**src/rtl/div_share_arbiter.sv**
```systemverilog
// ============================================================================
// div_share_arbiter
// Round-robin sharing of one SRT divider among NREQ valid/ready requesters.
// Optional build macro: DIV_ARB_TIMEOUT_EN (RUN-state watchdog, rsp_err).
// Revision: 1.0
// ============================================================================
`default_nettype none

module div_share_arbiter #(
    parameter int N       = 8,
    parameter int NREQ    = 2,
    parameter int TIMEOUT = 4*N+8
) (
    input  logic              clk,
    input  logic              rst,
    input  logic [NREQ-1:0]   req_valid,
    output logic [NREQ-1:0]   req_ready,
    input  logic [NREQ-1:0]   req_signed,
    input  logic [NREQ*N-1:0] req_x,
    input  logic [NREQ*N-1:0] req_y,
    output logic [NREQ-1:0]   rsp_valid,
    input  logic [NREQ-1:0]   rsp_ready,
    output logic [N-1:0]      rsp_q,
    output logic [N-1:0]      rsp_r,
    output logic              rsp_dbz,
    output logic              rsp_err,
    output logic              div_rst,
    output logic              div_start,
    output logic              div_signed,
    output logic [N-1:0]      div_x,
    output logic [N-1:0]      div_y,
    input  logic [N-1:0]      div_q,
    input  logic [N-1:0]      div_r,
    input  logic              div_done,
    input  logic              div_dbz
);

    localparam int PW = (NREQ > 1) ? $clog2(NREQ) : 1;
    localparam logic [NREQ-1:0] ONE = {{(NREQ-1){1'b0}}, 1'b1};

    typedef enum logic [1:0] {IDLE, CLR, RUN, RESP} state_t;

    if (NREQ < 2 || NREQ > 8 || TIMEOUT < 1) begin : g_param_check
        $error("div_share_arbiter: NREQ must be 2..8 and TIMEOUT positive");
    end

    state_t          state_q, state_d;
    logic [PW-1:0]   rr_ptr_q, rr_ptr_d;
    logic [PW-1:0]   gnt_q, gnt_d;
    logic [N-1:0]    x_q, x_d, y_q, y_d;
    logic            sgn_q, sgn_d;
    logic [N-1:0]    q_q, q_d, r_q, r_d;
    logic            dbz_q, dbz_d;
    logic            w_any;
    logic [PW-1:0]   w_gnt;

`ifdef DIV_ARB_TIMEOUT_EN
    localparam int CW = $clog2(TIMEOUT+1);
    logic [CW-1:0]   cnt_q, cnt_d;
    logic            err_q, err_d;
`endif

    // Scan from farthest to nearest offset so the nearest valid requester after rr_ptr wins.
    always_comb begin
        w_any = 1'b0;
        w_gnt = '0;
        for (int i = NREQ; i >= 1; i--) begin
            if (req_valid[(int'(rr_ptr_q) + i) % NREQ]) begin
                w_any = 1'b1;
                w_gnt = PW'((int'(rr_ptr_q) + i) % NREQ);
            end
        end
    end

    always_comb begin
        state_d   = state_q;
        rr_ptr_d  = rr_ptr_q;
        gnt_d     = gnt_q;
        x_d       = x_q;
        y_d       = y_q;
        sgn_d     = sgn_q;
        q_d       = q_q;
        r_d       = r_q;
        dbz_d     = dbz_q;
        req_ready = '0;
        rsp_valid = '0;
        div_rst   = rst;
        div_start = 1'b0;
`ifdef DIV_ARB_TIMEOUT_EN
        cnt_d     = cnt_q;
        err_d     = err_q;
`endif
        case (state_q)
            IDLE: begin
                if (w_any) begin
                    req_ready = ONE << w_gnt;
                    x_d       = req_x[int'(w_gnt)*N +: N];
                    y_d       = req_y[int'(w_gnt)*N +: N];
                    sgn_d     = req_signed[w_gnt];
                    gnt_d     = w_gnt;
                    rr_ptr_d  = w_gnt;
                    state_d   = CLR;
                end
            end
            CLR: begin
                div_rst = 1'b1;
                state_d = RUN;
`ifdef DIV_ARB_TIMEOUT_EN
                cnt_d   = '0;
`endif
            end
            RUN: begin
                div_start = 1'b1;
                if (div_done) begin
                    q_d     = div_q;
                    r_d     = div_r;
                    dbz_d   = div_dbz;
                    state_d = RESP;
`ifdef DIV_ARB_TIMEOUT_EN
                    err_d   = 1'b0;
                end else if (cnt_q == CW'(TIMEOUT-1)) begin
                    // Abandon the hung divider; the next CLR cycle recovers it.
                    q_d     = '0;
                    r_d     = '0;
                    dbz_d   = 1'b0;
                    err_d   = 1'b1;
                    state_d = RESP;
                end else begin
                    cnt_d   = cnt_q + 1'b1;
`endif
                end
            end
            RESP: begin
                rsp_valid = ONE << gnt_q;
                if (rsp_ready[gnt_q]) begin
                    state_d = IDLE;
                end
            end
            default: state_d = IDLE;
        endcase
        if (rst) begin
            req_ready = '0;
            rsp_valid = '0;
            div_start = 1'b0;
        end
    end

    always_ff @(posedge clk) begin
        if (rst) begin
            state_q  <= IDLE;
            rr_ptr_q <= PW'(NREQ-1);
            gnt_q    <= '0;
            x_q      <= '0;
            y_q      <= '0;
            sgn_q    <= 1'b0;
            q_q      <= '0;
            r_q      <= '0;
            dbz_q    <= 1'b0;
`ifdef DIV_ARB_TIMEOUT_EN
            cnt_q    <= '0;
            err_q    <= 1'b0;
`endif
        end else begin
            state_q  <= state_d;
            rr_ptr_q <= rr_ptr_d;
            gnt_q    <= gnt_d;
            x_q      <= x_d;
            y_q      <= y_d;
            sgn_q    <= sgn_d;
            q_q      <= q_d;
            r_q      <= r_d;
            dbz_q    <= dbz_d;
`ifdef DIV_ARB_TIMEOUT_EN
            cnt_q    <= cnt_d;
            err_q    <= err_d;
`endif
        end
    end

    assign div_x      = x_q;
    assign div_y      = y_q;
    assign div_signed = sgn_q;
    assign rsp_q      = q_q;
    assign rsp_r      = r_q;
    assign rsp_dbz    = dbz_q;
`ifdef DIV_ARB_TIMEOUT_EN
    assign rsp_err    = err_q;
`else
    assign rsp_err    = 1'b0;
`endif

endmodule

`default_nettype wire

```
**config.mk**
```make
export PLATFORM = sky130hd
export DESIGN_NAME = div_share_arbiter
export DESIGN_NICKNAME = d
export VERILOG_FILES = /design/src/rtl/div_share_arbiter.sv
export SDC_FILE = /design/constraint.sdc
export NUM_CORES = 1
export LEC_CHECK = 0
export BUFFER_PORTS_ARGS = -buffer_cell sky130_fd_sc_hd__buf_2
export CAP_MARGIN = 20
export CORE_AREA = 4 4 65 67
export CTS_BUF_LIST = sky130_fd_sc_hd__clkbuf_4 sky130_fd_sc_hd__clkbuf_8
export DETAILED_ROUTE_END_ITERATION = 8
export DIE_AREA = 0 0 69 71
export GPL_ROUTABILITY_DRIVEN = 1
export HOLD_SLACK_MARGIN = 0.06
export PLACE_DENSITY = 0.94
export SLEW_MARGIN = 15
export SYNTH_ARGS = -nofsm -noshare
export SYNTH_HDL_FRONTEND = slang
export SYNTH_SLANG_ARGS = --single-unit
```
**constraint.sdc**
```tcl
create_clock -name clk -period 2.8 [get_ports clk]
set_input_delay 0.42 -clock clk [delete_from_list [all_inputs] [get_ports clk]]
set_output_delay 0.42 -clock clk [all_outputs]
set_load 0.02 [all_outputs]
```
**Word-level counts from Yosys, hierarchy flattened**

Cells that the tools add are included.

- Logic and storage cells: 57
- Bits of input ports: 58
- Output and inout bits: 41
- Flip-flop bits (word level): 38

- Reduce and logical (&&, ||, !) cells: 4
- Shift-type cells: 4
- Bitwise logic cells: 2
- Equal/unequal tests: 6
- Mux-type cells: 26
- Add/subtract/negate cells: 2
- Order comparisons: 4

Operators by type and width:

| operator | number |
|---|---|
| 16-bit by 5-bit variable part select with 8-bit output | 2 |
| 1-bit two-way mux | 17 |
| 2-bit two-way mux | 8 |
| 2-bit case mux with 4 select lines | 1 |
| 2-bit by 3-bit less-than comparator with 1-bit output (second input constant) | 2 |
| 2-bit inequality test (second input constant) | 3 |
| 2-bit == test (second input constant) | 2 |
| 1-bit by 2-bit less-than comparator with 1-bit output (second input constant) | 2 |
| 2-bit AND reduction | 2 |
| 1-bit by 1-bit << shifter with 2-bit output (first input constant) | 2 |
| 3-bit AND reduction | 1 |
| 1-bit adder (second input constant) | 2 |
| 1-bit bitwise AND (first input constant) | 2 |
| 2-bit by 1-bit == test with 1-bit output (second input constant) | 1 |
| 2-bit zero test | 1 |

**Logic depth before layout (Yosys ltp)**

Gate-level depths: netlist (run 1).

- Word-level depth: 11
- Mapped depth: 7
- Depth with buffers taken out: 5

**Least setup slack after synthesis (run 1)**

OpenSTA, ideal clock, no wires.

- Path type: input -> output
- Start point: input port rst
- End point: output port rsp_valid[0]
- Required time: 2.380 ns
- Arrival time: 1.300 ns
- Path buffers: 2
- Path slack: 1.080 ns
- Stages on the path: 3
- Path through: clkbuf_1 buf_2 nor3b_1

- Cells in the longest elaborated chain, start to end: 1

RTL lines:

| what | RTL line | text |
|---|---|---|
| start: declaration | 15 | `input logic rst,` |
| 2-bit two-way mux | 141 | `if (rst) begin` |
| end: declaration | 21 | `output logic [NREQ-1:0] rsp_valid,` |

Every way passes these cells.

**Worst setup path after layout (run 1)**

- Start point: register state_q[0]
- End point: output port req_ready[1]

- Cells in the longest elaborated chain, start to end: 3

RTL lines:

| what | RTL line | text |
|---|---|---|
| start: declaration | 47 | `state_t state_q, state_d;` |
| start signal: assignment | 164 | `state_q <= state_d;` |
| 2-bit zero test | 93 | `case (state_q)` |
| 2-bit two-way mux | 93 |  |
| 2-bit two-way mux | 141 |  |
| end: declaration | 17 | `output logic [NREQ-1:0] req_ready,` |

Every way passes these cells.

==> results of run 1 <==
[through the flow]
stage / total power (uW) / cells / hold slack (ns) / setup slack (ns) / utilization
after floorplan: 1285 / 183 / 0.4853 / 1.080 / -
after global placement: 1454 / 316 / 0.4413 / 1.071 / 0.6012
after detailed placement: 1494 / 316 / 0.4463 / 0.9798 / 0.6012
after CTS: 1876 / 324 / 0.3585 / 0.7131 / 0.6274
after global routing: 1978 / 324 / 0.3543 / 0.6069 / 0.6274
final: 1859 / 324 / 0.3611 / 0.7043 / 0.6274
[power breakdown]
group          internal (uW)  leakage, uW  switching [uW]
Sequential               661     0.000312            71.0
Clock                    208    0.0000517             178
Combinational            279     0.000721             462
Total                   1150      0.00108             711
[worst max-delay path by stage]
stage	start	to	slack (ns)	depth (start not counted)
after floorplan	rst	rsp_valid[0]	1.08	3
after global placement	rst	req_ready[1]	1.07	3
after detailed placement	state_q[0]	div_y[6]	0.98	5
after CTS	state_q[0]	req_ready[1]	0.71	5
after global routing	state_q[1]	req_ready[1]	0.61	5
final	state_q[0]	req_ready[1]	0.70	5
[Yosys cell counts]
cell,count
inv_1,2
ha_1,4
buf_1,1
a221o_1,4
a21oi_1,17
and2_1,1
dfxtp_1,38
o21a_2,1
a211o_1,1
nand2b_1,2
a211oi_2,11
clkbuf_1,2
and3b_1,1
nor2_1,17
mux2i_1,16
nor3_2,1
nor2b_2,1
nor3b_1,4
or2_2,1
a21boi_4,1
conb_1,1
buf_4,2
a211oi_1,6
nor2b_1,2
buf_2,7
nand2_1,37
buf_12,1
a21o_1,1
[cells by family after synthesis]
logic type | count (synthesis) | synth area share
AO/OA/AOI/OAI | 42 | 0.2053
other | 1 | 0.002189
adder cells (fa/ha/maj) | 4 | 0.02922
buffers and inverters | 15 | 0.05186
multiplexers | 16 | 0.09350
AND/OR/NAND/NOR | 67 | 0.1739
flip-flops | 38 | 0.4441
[worst max-delay path: stages (launching register included)]
cell      delay, ns
dfxtp_1        0.33
inv_1          0.11
ha_1           0.25
nand2_1        0.11
a211oi_2       0.36
buf_2          0.24
[final cells by class]
cell class | instances | share of cell area
flip-flops and latches | 38 | 0.3337
inverters | 2 | 0.003293
clock buffers | 7 | 0.03952
well taps | 48 | 0.02634
repair buffers | 98 | 0.2162
clock inverters | 1 | 0.002195
multi-input cells | 130 | 0.3787
[placed cells by master, fill, tap and decap left out]
cell type  instances
buf_4              1
nor3_2             1
mux2i_1           16
ha_1               4
clkbuf_8           6
nor2b_2            1
a211o_1            1
a221o_1            4
a211oi_1           6
o21a_2             1
conb_1             1
buf_2             97
nand2_1           37
a21oi_1           17
nor3b_1            4
dfxtp_1           38
and3b_1            1
or2_2              1
nor2b_1            2
inv_1              2
nor2_1            17
clkinv_2           1
clkbuf_4           1
a211oi_2          11
and2_1             1
a21o_1             1
a21boi_4           1
nand2b_1           2
[registers in the layout (all words and copies together) (netlist names)]
name / cells
gnt_q: 1
state_q: 2
div_x: 8
rsp_q: 8
div_y: 8
div_signed: 1
rsp_dbz: 1
rr_ptr_q: 1
rsp_r: 8
[per-layer routing]
| layer | vias to the layer above | track usage | share of wire |
|---|---|---|---|
| met4 | 0 | 0.05423 | 0.0095 |
| met5 | - | 0 | 0 |
| met2 | 70 | 0.3104 | 0.49 |
| li1 | 812 | - | - |
| met3 | 7 | 0.05966 | 0.083 |
| met1 | 737 | 0.1899 | 0.41 |
==> flow_summary.toml, run 1 <==
[hold_path]
holdPathEnd = "div_y[6]"
holdCritStartpoint = "req_y[6]"
worst_hold_path_type = "in -> reg"
worstHoldPathCells = 2

[sta]
achievable-frequency_mhz = 477.2
final-setup-viol-count = 0
max-slew-margin-rel = 0.5624
timing.clock.skew_ns = 0.003711
setup_tns_ns = 0
period_needed_ns = 2.096
worst-slew-pin-transition_ns = 0.6564
hold_violations = 0
layout_worst_path_cycle_share = 0.7485
rsz0062_at_grt = "false"
finalMaxSlewViolations = 0

[floorplanning]
boundaryPins = 99
die_width_um = 69
die_height_um = 71
full_die_area_mm2 = 0.004899
floorplan.rows = 22
floorplan.initialDensity = 0.4714
fp.coreArea_mm2 = 0.003633

[drt]
dr_vias = 1626
drt.antenna.violating_nets = 0
avgViaCountPerCell = 5.019
avgRoutedWirePerCell_um = 12.96
drt-total-wl_um = 4199
first_iter_violations = 47
firstDrtPassIters = 4
drt_drc_violations_left = 0

[setup_path]
path_class = "reg -> out"
worst_setup_path_end_kind = "output port"
crit-reg2reg-launch = "state_q[0]"
worst_ep_required_time_ns = 2.38
timing.critical_path.arrival_ns = 1.68
setup.worst_path.start_class = "flip-flop"
r2r_end = "div_x[0]"
crit_path_max_fanout = 5
ff2ff_path_depth = 5
ff2ff_setup_slack_ns = 1.00

[grt]
grt.total_usage = 0.1722
grt.overflow.total = 0
grt_pass1_vias = 1635
grt_start_max_net_pins = 33
grt_pass1_wl_um = 7148
initial_antenna_violation_count = 0

[cts]
cts_hold_buf = 0
cts_buffer_depth = 2
total_number_of_clock_tree_sinks = 38
tritoncts = "built"
clockRootBuffer = "clkbuf_8"
cts_post_setup_buffers_inserted = 0
htreeDepth = 2
clk_transition_reported_paths_ns = 0.07
post_cts_resize_count = 0
clk_latency_ns = 0.28
num_cts_buffers = 5

[placement]
dp_hpwl_um = 3297
routability_congestion_estimate = 0.8452
detailed_place.area_mm2 = 0.002185
place.port_buffers = 97

[logic_synthesis]
netlist-cell-type-count = 28
synth_area_mm2 = 0.001713
synth-warning-count = 0
synth.net_count = 245
ys_ff_latch = 38
seq_area_frac_synth = 0.4441
post_synth.cell_area_avg_um2 = 9.360
yosys-top-cells-area = "dfxtp_1 44%, mux2i_1 9.3%, nand2_1 8.1%"
post-synth-top-area-fraction = 0.4441
area_leader_netlist = "dfxtp_1"
netlist_instances = 183

[finish]
diodes = 0
multi_input_comb_area_um2 = 863.3
fillCellCount = 334
layout.cell_area.non_filler_mm2 = 0.002280
area_growth_syn_to_layout_pct = 33.09
final_nets = 337
post_route_cells_drive_above_1_share = 0.4420
area.sequential_um2 = 760.7

[run]
max_cap_violations = 0

[power]
leakage_uw = 0.001084
power_per_cell_area_mw_per_mm2 = 815.6
power.ir.vdd_worst_mv = 0.4331

[run_status]
status = "complete, no violations"
(Power assumes the default switching activity.)
==> run 2: changes to the inputs <==
- ABC_AREA: default -> 1
- CORE_AREA: 4 4 65 67 -> 4 4 67 69
- DIE_AREA: 0 0 69 71 -> 0 0 71 73
- PLACE_DENSITY: 0.94 -> 0.9
- clock period: 2.8 -> 2.06 ns (I/O delays scaled with it)
==> run 2 against run 1 <==
Against the previous run:
- total power increased by 55%
- combinational power is 60% higher
- final area rose by 1.6%
- largest cell class unchanged
- clock-buffer cell count is 1 lower
- hold slack worse by 0.14 ns
- sequential power up 46%
- routed wire length rose by 12%
- critical endpoint unchanged
- non-clock buffer count is 2 higher
- final cell count rose by 20%
==> flow_summary.toml, run 2 <==
[run_status]
status = "complete, no violations"

[finish]
diodes = 0
post_route_cells_drive_above_1_share = 0.3432
most_common_library_cell_in_the_layout_ignoring_fill_and_taps = "buf_2"
layout_common_cells = "97 x buf_2, 67 x nor2_1, 44 x nand2_1"
area_growth_syn_to_layout_pct = 34.03
final_cells = 388
final_nets = 400
fillCellCount = 364
layout.cell_area.non_filler_mm2 = 0.002316

[hold_path]
worst_hold_path_type = "in -> reg"

[drt]
dr_vias = 1884
first_iter_violations = 28
drt-total-wl_um = 4699
drt_drc_violations_left = 0
drt.antenna.violating_nets = 0
avgRoutedWirePerCell_um = 12.11
avgViaCountPerCell = 4.856
firstDrtPassIters = 6

[grt]
grt.overflow.total = 0
grt.total_usage = 0.1832
grt_start_max_net_pins = 22
initial_antenna_violation_count = 0
grt_pass1_wl_um = 7638
grt_pass1_vias = 1818

[power]
power_per_cell_area_mw_per_mm2 = 1247
power.ir.vdd_worst_mv = 0.5572
leakage_uw = 0.001245

[placement]
dp_hpwl_um = 3578
place.port_buffers = 97
placedCellCount = 381
detailedPlace.worstSlack_ns = 0.3879
detailed_place.area_mm2 = 0.002203
routability_congestion_estimate = 0.8331

[floorplanning]
floorplan.initialDensity = 0.4415
full_die_area_mm2 = 0.005183
fp.coreArea_mm2 = 0.003914
die_width_um = 71
boundaryPins = 99
floorplan.rows = 23
die_height_um = 73

[logic_synthesis]
synth_most_common_cell = "nor2_1"
synth.net_count = 307
synth_async_sr_flop_share = 0
netlist_top_cells_count = "67 x nor2_1, 44 x nand2_1, 38 x dfxtp_1"
yosys-top-cells-area = "dfxtp_1 44%, nor2_1 15%, nand2_1 9.6%"
synth-edff-count = 0
synth-warning-count = 0
seq_area_frac_synth = 0.4403
netlist_instances = 245
dominantRegCellSynth = "dfxtp_1"
post_synth.cell_area_avg_um2 = 7.053
ys_ff_latch = 38
area_leader_netlist = "dfxtp_1"
post-synth-top-area-fraction = 0.4403
synth_area_mm2 = 0.001728
netlist-cell-type-count = 23

[setup_path]
path_class = "reg -> out"
worst_setup_path_end_kind = "output port"
setup.worst_path.start_class = "flip-flop"
timing.critical_path.arrival_ns = 1.54
crit_path_max_fanout = 16
worst_ep_required_time_ns = 1.75

[cts]
clk_transition_reported_paths_ns = 0.07
htreeDepth = 2
total_number_of_clock_tree_sinks = 38
cts_hold_buf = 0
num_cts_buffers = 5
tritoncts = "built"
cts_buffer_depth = 2
post_cts_resize_count = 0
clk_latency_ns = 0.28
clockRootBuffer = "clkbuf_8"
cts_post_setup_buffers_inserted = 0

[sta]
layout_worst_path_cycle_share = 0.8979
rsz0062_at_grt = "false"
timing.clock.skew_ns = 0.006269
worst_slack_ns = 0.2103
setup_tns_ns = 0
finalMaxSlewViolations = 0
period_needed_ns = 1.850
final-setup-viol-count = 0
achievable-frequency_mhz = 540.6
hold_violations = 0

[run]
max_cap_violations = 0
-- run 2: cell count changes after synthesis, sizes merged, moves of 4 or more --
cell    change
a211oi     -17
a221o       -4
nand3      +22
nor2       +52
nand2       +9
a21oi      -13
nor3b       -4
o21ai      +32
inv         +8
mux2i      -16
-- run 2: final timing paths --
path | cells after the start | slack [ns] | to | startpoint
worst max-delay path | 6 | 0.21 | req_ready[1] | rr_ptr_q
worst min-delay path | 3 | 0.22 | div_x[0] | req_x[8]
worst max register to register | 6 | 0.48 | rsp_r[0] | state_q[0]
worst min register to register | 2 | 0.48 | rsp_r[0] | rsp_r[0]
-- run 2: cell type report --
type                    instances  area (um2)  area share
multi-input cells             182       830.8      0.3587
flip-flops and latches         38       760.7      0.3285
repair buffers                100       508.0      0.2193
clock buffers                   6       82.58     0.03566
well taps                      50       62.56     0.02701
inverters                      11       41.29     0.01783
clock inverters                 1       30.03     0.01297
-- run 2: per-stage QoR --
step / power, uW / hold WS [ns] / utilization
2_1_floorplan: 1920 / 0.4035 / -
6_report: 2887 / 0.2218 / 0.5918
3_3_place_gp: 2238 / 0.4601 / 0.5630
5_1_grt: 3094 / 0.2189 / 0.5918
4_1_cts: 2917 / 0.2104 / 0.5918
3_5_place_dp: 2274 / 0.4675 / 0.5630
-- run 2: kinds of logic after synthesis --
kind of cell               after synthesis  synth area share
and+or+nand+nor                        140            0.3316
AOI/OAI and AO/OA                       37            0.1180
buffers and inverters                   25           0.07893
adders and majority gates                4           0.02897
DFF                                     38            0.4403
other                                    1          0.002170
-- run 2: where the power goes --
part / total, uW / internal (uW) / switching (uW)
clock: 630 / 387 / 243
combinational: 1190 / 405 / 784
sequential: 1070 / 956 / 112
-- run 2: routing by layer --
metal  vias up  global-route usage  routed length [um]
met5         -                   0                   0
met4         0             0.09603                 163
met3        21             0.05785                 472
met2        86              0.3182                2226
met1       817              0.1998                1836
li1        960                   -                   -
-- run 2: critical path, cell delays in order, from the launching register on --
cell	delay [ns]
dfxtp_1	0.33
nand2_2	0.23
nand2_4	0.19
nor2_2	0.13
nand2_1	0.09
inv_1	0.11
buf_2	0.17
==> run 3: changes to the inputs <==
- BUFFER_PORTS_ARGS: -buffer_cell sky130_fd_sc_hd__buf_2 -> default
- CORE_AREA: 4 4 67 69 -> 4 4 60 62
- DIE_AREA: 0 0 71 73 -> 0 0 64 66
- DONT_BUFFER_PORTS: default -> 1
- PLACE_DENSITY: 0.9 -> 0.81
- RECOVER_POWER: default -> 25
==> run 3 against run 2 <==
Against the previous run:
- routed wire length shrank 16%
- non-clock buffer count shrank 96
- global-route usage is 0.71 points higher
- critical path depth down 2
- first-iteration DRC count increased to 3.6 times the previous value
- final cell count fell by 26%
- largest cell class unchanged
- die area fell by 19%
- largest power group is now sequential cells
==> flow_summary.toml, run 3 (same netlist as run 2, synthesis figures left out) <==
[floorplanning]
die_width_um = 64
die_height_um = 66
floorplan.rows = 20
full_die_area_mm2 = 0.004224
fp.coreArea_mm2 = 0.003028
boundaryPins = 99
floorplan.initialDensity = 0.5707

[setup_path]
worst_setup_path_end_kind = "output port"
worst_ep_required_time_ns = 1.75
crit_path_max_fanout = 20
path_class = "reg -> out"
timing.critical_path.arrival_ns = 1.57
setup.worst_path.start_class = "flip-flop"

[grt]
initial_antenna_violation_count = 0
grt_pass1_vias = 1446
grt.total_usage = 0.1903
grt_pass1_wl_um = 6334
grt_start_max_net_pins = 33
grt.overflow.total = 0

[sta]
achievable-frequency_mhz = 531.9
hold_violations = 0
rsz0062_at_grt = "false"
finalHoldWorstSlack_ns = 0.08639
timing.clock.skew_ns = 0.007989
period_needed_ns = 1.880
finalMaxSlewViolations = 0
worst_slack_ns = 0.1801
max-slew-margin-rel = 0.5475
setup_tns_ns = 0
worst-slew-pin-transition_ns = 0.6735
layout_worst_path_cycle_share = 0.9126
final-setup-viol-count = 0

[cts]
tritoncts = "built"
cts_hold_buf = 1
num_cts_buffers = 5
clk_transition_reported_paths_ns = 0.10
clk_latency_ns = 0.34
clockRootBuffer = "clkbuf_4"
post_cts_resize_count = 0
total_number_of_clock_tree_sinks = 38
cts_buffer_depth = 2
cts_post_setup_buffers_inserted = 0
htreeDepth = 2

[drt]
drt_drc_violations_left = 0
dr_vias = 1503
drt.antenna.violating_nets = 0
avgRoutedWirePerCell_um = 13.69
first_iter_violations = 102
avgViaCountPerCell = 5.237
drt-total-wl_um = 3930
firstDrtPassIters = 4

[finish]
fillCellCount = 294
final_nets = 304
post_route_cells_drive_above_1_share = 0.08230
diodes = 0
area_growth_syn_to_layout_pct = 6.010
most_common_library_cell_in_the_layout_ignoring_fill_and_taps = "nor2_1"
layout_common_cells = "67 x nor2_1, 44 x nand2_1, 38 x dfxtp_1"

[power]
pwr-share-comb = 0.248
power.ir.vdd_worst_mv = 0.6806
seqPwrFrac = 0.507
total_switching_power_uw = 1059
clkPwrFrac = 0.245
leakage_uw = 0.0008202
power_per_cell_area_mw_per_mm2 = 1449
cellInternalPower_uw = 1595
netSwitchingFraction = 0.3990

[placement]
detailedPlace.worstSlack_ns = 0.5023
routability_congestion_estimate = 0.7681
place.port_buffers = 0
dp_hpwl_um = 2935

[hold_path]
worst_hold_path_type = "in -> reg"

[run_status]
status = "complete, no violations"

[run]
max_cap_violations = 0
[run 3: cell types whose count changed in the layout (fill, tap and decap cells not counted), sizes merged]
cell and change:
dlygate4sd3 +1, buf -97, bufinv +1
[run 3: per-layer routing]
| metal | track usage | share of wire |
|---|---|---|
| met3 | 0.08844 | 0.13 |
| met2 | 0.3265 | 0.47 |
| met4 | 0.07278 | 0.014 |
| met5 | 0 | 0 |
| met1 | 0.2025 | 0.39 |
[run 3: final cells by class]
cell class	instances	area (um2)	share of cell area
clock buffer	6	51.30	0.02801
clock inverter	2	60.06	0.03279
inverter	11	41.29	0.02254
multi-input combinational	182	830.8	0.4536
sequential	38	760.7	0.4153
tap	44	55.05	0.03005
timing repair buffer	4	32.53	0.01776
[run 3: stage by stage]
step	total power, uW	cells	instance area, um2	util
floorplan	1920	245	1728	-
global placement	2010	278	1710	0.5649
detailed placement	2027	278	1710	0.5649
CTS	2685	287	1832	0.6050
global route	2855	287	1832	0.6050
finish	2653	287	1832	0.6050
[run 3: worst max-delay path, cell delays in order, from the launching register on]
cell,delay [ns]
dfxtp_1,0.34
inv_1,0.10
ha_1,0.26
o21ai_4,0.19
nor2_2,0.34
[run 3: path summary, 6_finish.rpt]
kind	depth (start not counted)	start	slack, ns	to
max	4	state_q[0]	0.18	req_ready[0]
min	2	req_y[14]	0.09	div_y[6]
max reg2reg	6	state_q[1]	0.50	div_y[0]
min reg2reg	2	rr_ptr_q	0.52	rr_ptr_q
[run 3: power by group through the flow]
stage | clock network (uW) | registers [uW] | logic, uW
after floorplan | 0 | 1310 | 606
after global placement | 0 | 1370 | 644
after detailed placement | 0 | 1370 | 659
after CTS | 667 | 1350 | 665
after global routing | 697 | 1380 | 781
final | 650 | 1350 | 657
